$ cat src/rtl/bus_arbiter_ctrl.sv
`default_nettype none
// ============================================================================
//  Module      : bus_arbiter_ctrl
//  Description : Shares one external memory bus between the pixel read
//                machine and the write machine. Round-robin arbitration,
//                registered AS_N/WR_N handshake, one-cycle bus turnaround,
//                ACK timeout with bus_err, and monitor-driven single-step.
//
//  Ports
//    clk, reset        : rising-edge clock, synchronous active-high reset
//    step_mode/step_en : when step_mode=1 a grant starts only on step_en
//    rd_req/rd_addr    : read request (held until rd_done) and address
//    rd_done/rd_data   : read completion pulse and captured DI
//    wr_req/wr_addr/   : write request (held until wr_done), address, data
//    wr_data
//    wr_done           : write completion pulse
//    AS_N/WR_N/AO/DO   : bus strobe, write enable, address, write data
//    DI/ACK_N          : bus read data and acknowledge (active low)
//    bus_err           : pulse on timeout abort
//    busy/state_out    : status for the monitor
//
//  Revision    : 1.0  initial release
// ============================================================================
module bus_arbiter_ctrl #(
    parameter int TIMEOUT = 16,
    parameter int AW      = 32,
    parameter int DW      = 32
) (
    input  logic          clk,
    input  logic          reset,
    input  logic          step_mode,
    input  logic          step_en,
    input  logic          rd_req,
    input  logic [AW-1:0] rd_addr,
    output logic          rd_done,
    output logic [DW-1:0] rd_data,
    input  logic          wr_req,
    input  logic [AW-1:0] wr_addr,
    input  logic [DW-1:0] wr_data,
    output logic          wr_done,
    output logic          AS_N,
    output logic          WR_N,
    output logic [AW-1:0] AO,
    output logic [DW-1:0] DO,
    input  logic [DW-1:0] DI,
    input  logic          ACK_N,
    output logic          bus_err,
    output logic          busy,
    output logic [1:0]    state_out
);

    localparam logic [1:0] c_st_idle    = 2'b00;
    localparam logic [1:0] c_st_gnt_rd  = 2'b01;
    localparam logic [1:0] c_st_gnt_wr  = 2'b10;
    localparam logic [1:0] c_st_release = 2'b11;

    // The counter holds the number of completed grant cycles, so the abort
    // fires while the TIMEOUT-th grant cycle is being sampled.
    localparam bit         c_tmo_en   = (TIMEOUT > 0);
    localparam logic [7:0] c_tmo_last = 8'((TIMEOUT > 0) ? (TIMEOUT - 1) : 0);

    logic [1:0]    r_state,     w_state_nxt;
    logic [7:0]    r_tcnt,      w_tcnt_nxt;
    logic          r_last_wr,   w_last_wr_nxt;
    logic          r_as_n,      w_as_n_nxt;
    logic          r_wr_n,      w_wr_n_nxt;
    logic [AW-1:0] r_ao,        w_ao_nxt;
    logic [DW-1:0] r_do,        w_do_nxt;
    logic [DW-1:0] r_rd_data,   w_rd_data_nxt;
    logic          r_rd_done,   w_rd_done_nxt;
    logic          r_wr_done,   w_wr_done_nxt;
    logic          r_bus_err,   w_bus_err_nxt;
    logic          r_busy,      w_busy_nxt;

    logic w_start;
    logic w_pick_wr;
    logic w_tmo_hit;

    assign w_start   = (rd_req | wr_req) & (~step_mode | step_en);
    // A write wins when alone, or on a tie when the previous grant was a read.
    assign w_pick_wr = wr_req & (~rd_req | ~r_last_wr);
    assign w_tmo_hit = c_tmo_en & (r_tcnt == c_tmo_last);

    always_comb begin
        w_state_nxt   = r_state;
        w_tcnt_nxt    = r_tcnt;
        w_last_wr_nxt = r_last_wr;
        w_as_n_nxt    = r_as_n;
        w_wr_n_nxt    = r_wr_n;
        w_ao_nxt      = r_ao;
        w_do_nxt      = r_do;
        w_rd_data_nxt = r_rd_data;
        w_rd_done_nxt = 1'b0;
        w_wr_done_nxt = 1'b0;
        w_bus_err_nxt = 1'b0;

        case (r_state)
            c_st_idle: begin
                w_tcnt_nxt = 8'd0;
                if (w_start) begin
                    w_last_wr_nxt = w_pick_wr;
                    w_as_n_nxt    = 1'b0;
                    if (w_pick_wr) begin
                        w_state_nxt = c_st_gnt_wr;
                        w_wr_n_nxt  = 1'b0;
                        w_ao_nxt    = wr_addr;
                        w_do_nxt    = wr_data;
                    end else begin
                        w_state_nxt = c_st_gnt_rd;
                        w_wr_n_nxt  = 1'b1;
                        w_ao_nxt    = rd_addr;
                    end
                end
            end

            c_st_gnt_rd, c_st_gnt_wr: begin
                // ACK is tested first so it wins over a coincident timeout.
                if (!ACK_N) begin
                    w_state_nxt = c_st_release;
                    w_as_n_nxt  = 1'b1;
                    w_wr_n_nxt  = 1'b1;
                    if (r_state == c_st_gnt_rd) begin
                        w_rd_done_nxt = 1'b1;
                        w_rd_data_nxt = DI;
                    end else begin
                        w_wr_done_nxt = 1'b1;
                    end
                end else if (w_tmo_hit) begin
                    w_state_nxt   = c_st_release;
                    w_as_n_nxt    = 1'b1;
                    w_wr_n_nxt    = 1'b1;
                    w_bus_err_nxt = 1'b1;
                    w_rd_done_nxt = (r_state == c_st_gnt_rd);
                    w_wr_done_nxt = (r_state == c_st_gnt_wr);
                end else if (r_tcnt != 8'hFF) begin
                    w_tcnt_nxt = r_tcnt + 8'd1;
                end
            end

            c_st_release: begin
                // Turnaround cycle: requests are deliberately not looked at.
                w_state_nxt = c_st_idle;
                w_tcnt_nxt  = 8'd0;
            end

            default: begin
                w_state_nxt = c_st_idle;
                w_tcnt_nxt  = 8'd0;
            end
        endcase

        w_busy_nxt = (w_state_nxt != c_st_idle);
    end

    always_ff @(posedge clk) begin
        if (reset) begin
            r_state   <= c_st_idle;
            r_tcnt    <= 8'd0;
            r_last_wr <= 1'b1;
            r_as_n    <= 1'b1;
            r_wr_n    <= 1'b1;
            r_ao      <= '0;
            r_do      <= '0;
            r_rd_data <= '0;
            r_rd_done <= 1'b0;
            r_wr_done <= 1'b0;
            r_bus_err <= 1'b0;
            r_busy    <= 1'b0;
        end else begin
            r_state   <= w_state_nxt;
            r_tcnt    <= w_tcnt_nxt;
            r_last_wr <= w_last_wr_nxt;
            r_as_n    <= w_as_n_nxt;
            r_wr_n    <= w_wr_n_nxt;
            r_ao      <= w_ao_nxt;
            r_do      <= w_do_nxt;
            r_rd_data <= w_rd_data_nxt;
            r_rd_done <= w_rd_done_nxt;
            r_wr_done <= w_wr_done_nxt;
            r_bus_err <= w_bus_err_nxt;
            r_busy    <= w_busy_nxt;
        end
    end

    assign AS_N      = r_as_n;
    assign WR_N      = r_wr_n;
    assign AO        = r_ao;
    assign DO        = r_do;
    assign rd_data   = r_rd_data;
    assign rd_done   = r_rd_done;
    assign wr_done   = r_wr_done;
    assign bus_err   = r_bus_err;
    assign busy      = r_busy;
    assign state_out = r_state;

endmodule
`default_nettype wire

$ cat config.mk
export PLATFORM = sky130hd
export DESIGN_NAME = bus_arbiter_ctrl
export DESIGN_NICKNAME = d
export VERILOG_FILES = /design/src/rtl/bus_arbiter_ctrl.sv
export SDC_FILE = /design/constraint.sdc
export NUM_CORES = 1
export LEC_CHECK = 0
export ABC_CLOCK_PERIOD_IN_PS = 2440
export CAP_MARGIN = 30
export CORE_MARGIN = 5
export CORE_UTILIZATION = 40
export CTS_BUF_LIST = sky130_fd_sc_hd__clkbuf_4
export CTS_CLUSTER_SIZE = 12
export DETAILED_ROUTE_END_ITERATION = 16
export PLACE_DENSITY = 0.8
export SLEW_MARGIN = 5
export SYNTH_ARGS = -nofsm -noshare
export SYNTH_HDL_FRONTEND = slang
export SYNTH_SLANG_ARGS = --single-unit
$ cat constraint.sdc
create_clock -name clk -period 2.44 [get_ports clk]
set_input_delay 0.366 -clock clk [delete_from_list [all_inputs] [get_ports clk]]
set_output_delay 0.366 -clock clk [all_outputs]
set_load 0.05 [all_outputs]
=== Word level (Yosys, flattened, before mapping) ===
Index checks and enable logic that the tools add are counted.

* $add $sub $neg: 1
* $mul: 0
* Div/mod/pow operators: 0
* $lt $le $gt $ge: 0
* Equality and inequality tests: 10
* Shift operators: 0
* Muxes and demuxes: 24
* Bitwise logic cells: 10
* Reductions and logical operators: 12

{| class="wikitable"
|+ Operator list
! kind !! count
|-
| $mux 32 || 1
|-
| $mux 8 || 3
|-
| $pmux 8 s2 || 1
|-
| $mux 1 || 12
|-
| $reduce_and 3->1 || 4
|-
| $add 8x1->8 const B || 1
|-
| $eq 8x4->1 const B || 1
|-
| $mux 2 || 4
|-
| $ne 2x2->1 const B || 4
|-
| $ne 8x8->1 const B || 1
|-
| $pmux 2 s3 || 1
|-
| $reduce_or 2->1 || 3
|-
| $not 1->1 || 5
|-
| $eq 2x2->1 const B || 2
|-
| $pmux 1 s2 || 2
|-
| $reduce_bool 2->1 || 2
|-
| $ne 3x3->1 const B || 1
|-
| $or 1x1->1 || 3
|-
| $reduce_or 3->1 || 1
|-
| $and 1x1->1 || 2
|-
| $eq 2x1->1 const B || 1
|-
| $logic_not 2->1 || 1
|-
| $reduce_and 2->1 || 1
|}

* Flip-flop bits (word level): 113
* Bits in latches: 0
* Memory bits (writable): 0
* Bits in read-only memories: 0
* Input bits: 135
* Word-level logic and storage cells: 69
* Memories: 0

=== Longest topological paths before layout ===
* Depth in word-level cells: 7
* Mapped depth: 8
* Gate-level depth less buffers: 6

=== Least setup slack after synthesis ===
Ideal clock, no wire load.

* Path type: reg-to-reg
* Start: register r_state[0] (netlist: state_out[0])
* End: register r_busy (netlist: busy)
* Library setup time: 0.132 ns
* Arrival: 1.925 ns
* Required time: 2.308 ns
* Setup slack: 0.383 ns
* Stages on the path, launching flop included: 8
* Cell sequence: dfxtp_1 inv_1 ha_1 clkbuf_1 and4b_1 a41o_1 a221oi_1 a21oi_1

* Cells in the longest elaborated chain, start to end: 4
* Elaborated cells between the ends (all ways): 10
* Classes of those cells: eq/ne (3); mux (4); reduce/logical (3)

{| class="wikitable"
|+ RTL lines
! what !! line !! text
|-
| start: declaration || 62 || <nowiki>logic [1:0] r_state, w_state_nxt;</nowiki>
|-
| start signal: assignment || 157 || <nowiki>r_state <= c_st_idle;</nowiki>
|-
| start signal: assignment || 170 || <nowiki>r_state <= w_state_nxt;</nowiki>
|-
| $eq 2x1->1, or another cell as far along || 97 || <nowiki>case (r_state)</nowiki>
|-
| $reduce_or 2->1 or $mux 2 (tied branches) || 97, 118 ||
|-
| $pmux 2 s3 (*) || 97 ||
|-
| $reduce_bool 2->1 (*) || 152 || <nowiki>w_busy_nxt = (w_state_nxt != c_st_idle);</nowiki>
|-
| end signal: assignment || 181 || <nowiki>r_busy <= w_busy_nxt;</nowiki>
|-
| end: declaration || 73 || <nowiki>logic r_busy, w_busy_nxt;</nowiki>
|}

Every way passes the cells marked *; elsewhere a longest branch is shown, timed or not.
A chain may end at the register's enable or synchronous reset.

=== Worst setup path in the final report ===
* Start: register r_state[0] (netlist: state_out[0])
* End: output port state_out[0]

{| class="wikitable"
|+ RTL lines
! what !! line !! text
|-
| end: declaration || 49 || <nowiki>output logic [1:0] state_out</nowiki>
|}

No word-level cell between the ends.

==> impl_metrics.tcl <==
set metrics [dict create \
    ys_warn_count 0 \
    worstMarginPinSlew_ns 0.667 \
    start_kind "register" \
    p_per_area_nw_per_um2 750 \
    cts_tree "yes" \
    total_power_mw 5.43 \
    crit_path_top_delay_cell "clkdlybuf4s50_1" \
    hp-class "input port to register" \
    ant_nets 0 \
    period_minus_slack_ns 2.21 \
    dieArea_um2 13300 \
    finalWeightedCongestion 0.835 \
    p_switching_mw 2.04 \
    dp_cells 867 \
    maxCapViolations 0 \
    finalInstanceArea_um2 7240 \
    clockBufferDepth 2 \
    grt_pass1_wl_um 21200 \
    htree_levels 4 \
    grt_pass1_vias 4450 \
    p_leak_nw 2.60 \
    grt_max_degree 66 \
    critical_path.top_delay_family "buffers and inverters" \
    skew_ns 0.0145 \
    clk_pin_slew_worst_paths_ns 0.10 \
    clock_latency_ns 0.49 \
    grt_overflow 0 \
    min_path_cells 2 \
    place_ws_ns 0.364 \
    seqPwrFrac_pct 39.6 \
    p_int_mw 3.39 \
    synthXorXnorAreaFrac_pct 0.197 \
    worst-r2r-cell-count 6 \
    finalSetupTns_ns 0 \
    drv_slew 0 \
    die_w_um 116 \
    antenna_found_initial 0 \
    rsz0062_at_grt "no" \
    wl_um 14000 \
    cts_setup_buffers 0 \
    pin_count 239 \
    setup_ws_ns 0.235 \
    clock_sink_count 113 \
    layout_common_cells "clkdlybuf4s50_1 (237), nand2_1 (130), dfxtp_1 (113), a21oi_1 (71), nor2_1 (36)" \
    critPathCaptureType "output port" \
    crit_path_max_fanout 5 \
    rows 38 \
    status "complete, no violations" \
    ir_drop_v 0.000439 \
    placed_cell_area_um2 6950 \
    portBuffers 238 \
    ys_ff_latch 113 \
    critical_path_required_ns 2.07 \
    synth_compound_area_share_pct 17.7 \
    track_usage_pct 20.1 \
    drt_iter0_drc 296 \
    clockPowerShare_pct 25.2 \
    firstDrtPassIters 7 \
    numCtsBuffers 17 \
    crit_type "register to output port" \
    initial_core_util_pct 40.9 \
    cts_resized 0 \
    post-route-util_pct 66.5 \
    hold_buffers 0 \
    setup_viol 0 \
    yosysSeqAreaShare_pct 50.8 \
    relSlewSlack_pct 55.5 \
    hpwl_um 10800 \
    die_h_um 116 \
    syn_area_um2 4450 \
    antenna_cells 0 \
    synthSimpleGateAreaFrac_pct 18.8 \
    max_freq_ghz 0.453 \
    hold_violations 0 \
    nets 885 \
    drive_above_1_share_pct 6.32 \
    syn_nets 657 \
    critPathArrivalTime_ns 1.84 \
    postSynthCellCount 518 \
    drt-vias-per-instance 5.03 \
    syn_area_per_cell_um2 8.60 \
    synth_top_family_by_area "simple AND/OR/NAND/NOR gates" \
    pwr-share-comb_pct 35.2 \
    final-instance-count-excl-fill 899 \
    synth.distinct_cells 44 \
    core_region_area_um2 10900 \
    synthAdderAreaFrac_pct 1.12 \
    timing.final.crit_share_pct 90.4 \
    synthMuxAreaShare_pct 7.19 \
    via_count 4525 \
    swShare_pct 37.6 \
    worst-path-stages 1 \
    critPathBufInv 1 \
    wire_per_inst_um 15.5 \
    cts_root_buf "clkbuf_4" \
    path_cells "clkdlybuf4s50_1" \
    max_stage_delay_ns 0.92 \
    layout_commonest_cell "clkdlybuf4s50_1" \
    holdWs_ns 0.403 \
    route.detailed.drc 0 \
    areaGrowthSynthToFinish_pct 62.5 \
]
cell usage after synthesis (all sizes together):
| master | instances | share of area, % |
|---|---|---|
| nand2 | 130 | 11 |
| dfxtp | 113 | 51 |
| a21oi | 72 | 8.3 |
| nor2 | 36 | 3.0 |
| a211oi | 33 | 5.6 |
| mux2i | 32 | 7.2 |
| clkbuf | 21 | 1.8 |
| buf | 17 | 2.1 |
| o21ai | 8 | 1.2 |
| nand3 | 6 | 0.67 |
| nor2b | 5 | 0.70 |
| a31oi | 4 | 0.56 |
| ha | 4 | 1.1 |
| inv | 3 | 0.25 |
| nor3 | 3 | 0.34 |
| or3 | 3 | 0.42 |
| a21o | 2 | 0.34 |
| and3 | 2 | 0.28 |
| and4 | 2 | 0.39 |
| nand2b | 2 | 0.28 |
| nand3b | 2 | 0.34 |
| nand4 | 2 | 0.28 |
| or4 | 2 | 0.42 |
| a211o | 1 | 0.20 |
| a21boi | 1 | 0.17 |
| a221oi | 1 | 0.20 |
| a31o | 1 | 0.20 |
| a41o | 1 | 0.22 |
| and2 | 1 | 0.14 |
| and4b | 1 | 0.22 |
| nor3b | 1 | 0.17 |
| o2111a | 1 | 0.25 |
| o211ai | 1 | 0.17 |
| o21bai | 1 | 0.17 |
| o31ai | 1 | 0.17 |
| or3b | 1 | 0.20 |
| xor2 | 1 | 0.20 |
layer usage:
layer / part of all wire, % / routed length, um / track usage, % / up-vias
li1: - / - / - / 2250
met1: 39 / 5410 / 21.9 / 2029
met2: 47 / 6640 / 35.0 / 227
met3: 12 / 1650 / 8.77 / 19
met4: 2.0 / 273 / 6.57 / 0
met5: 0 / 0 / 0 / -
power by group through the flow:
stage / Combinational, mW / Clock, mW / Sequential, mW
2_1_floorplan: 0.531 / 0 / 2.82
3_3_place_gp: 1.90 / 0 / 2.18
3_5_place_dp: 1.92 / 0 / 2.19
4_1_cts: 1.93 / 1.42 / 2.15
5_1_grt: 2.03 / 1.50 / 2.18
6_report: 1.91 / 1.37 / 2.15
kinds of logic after synthesis:
kind of cell | after synthesis
multiplexers | 32
AND/OR/NAND/NOR | 199
flip-flops | 113
adder cells (fa/ha/maj) | 4
AO/OA/AOI/OAI | 128
XOR/XNOR | 1
buffers and inverters | 41
flip-flops by register name, summed over array words and instances, names as in the netlist:
register   cells
AO            32
DO            32
rd_data       32
r_tcnt         8
state_out      2
AS_N           1
WR_N           1
bus_err        1
busy           1
r_last_wr      1
rd_done        1
wr_done        1
final cells by class:
class	instances	area [um2]
repair buffers	247	2470
well taps	140	175
clock inverters	15	163
flip-flops and latches	113	2260
multi-input cells	364	2030
clock buffers	17	128
inverters	3	11.3
fillers	891	3650
final timing paths:
path / startpoint / to / slack [ns]
worst max-delay path: state_out[0] / state_out[0] / 0.23
worst min-delay path: reset / state_out[1] / 0.40
worst max register to register: state_out[0] / WR_N / 0.53
worst min register to register: DO[27] / DO[27] / 0.46
worst register-to-register path: cells and delay by family (launching register included):
family	cells	cell delay, ns
compound gates	1	0.21
fa+ha+maj	1	0.32
buf+inv	2	0.30
flops	1	0.43
simple gates	2	0.54
No activity file was read; power rests on OpenSTA's default activity.
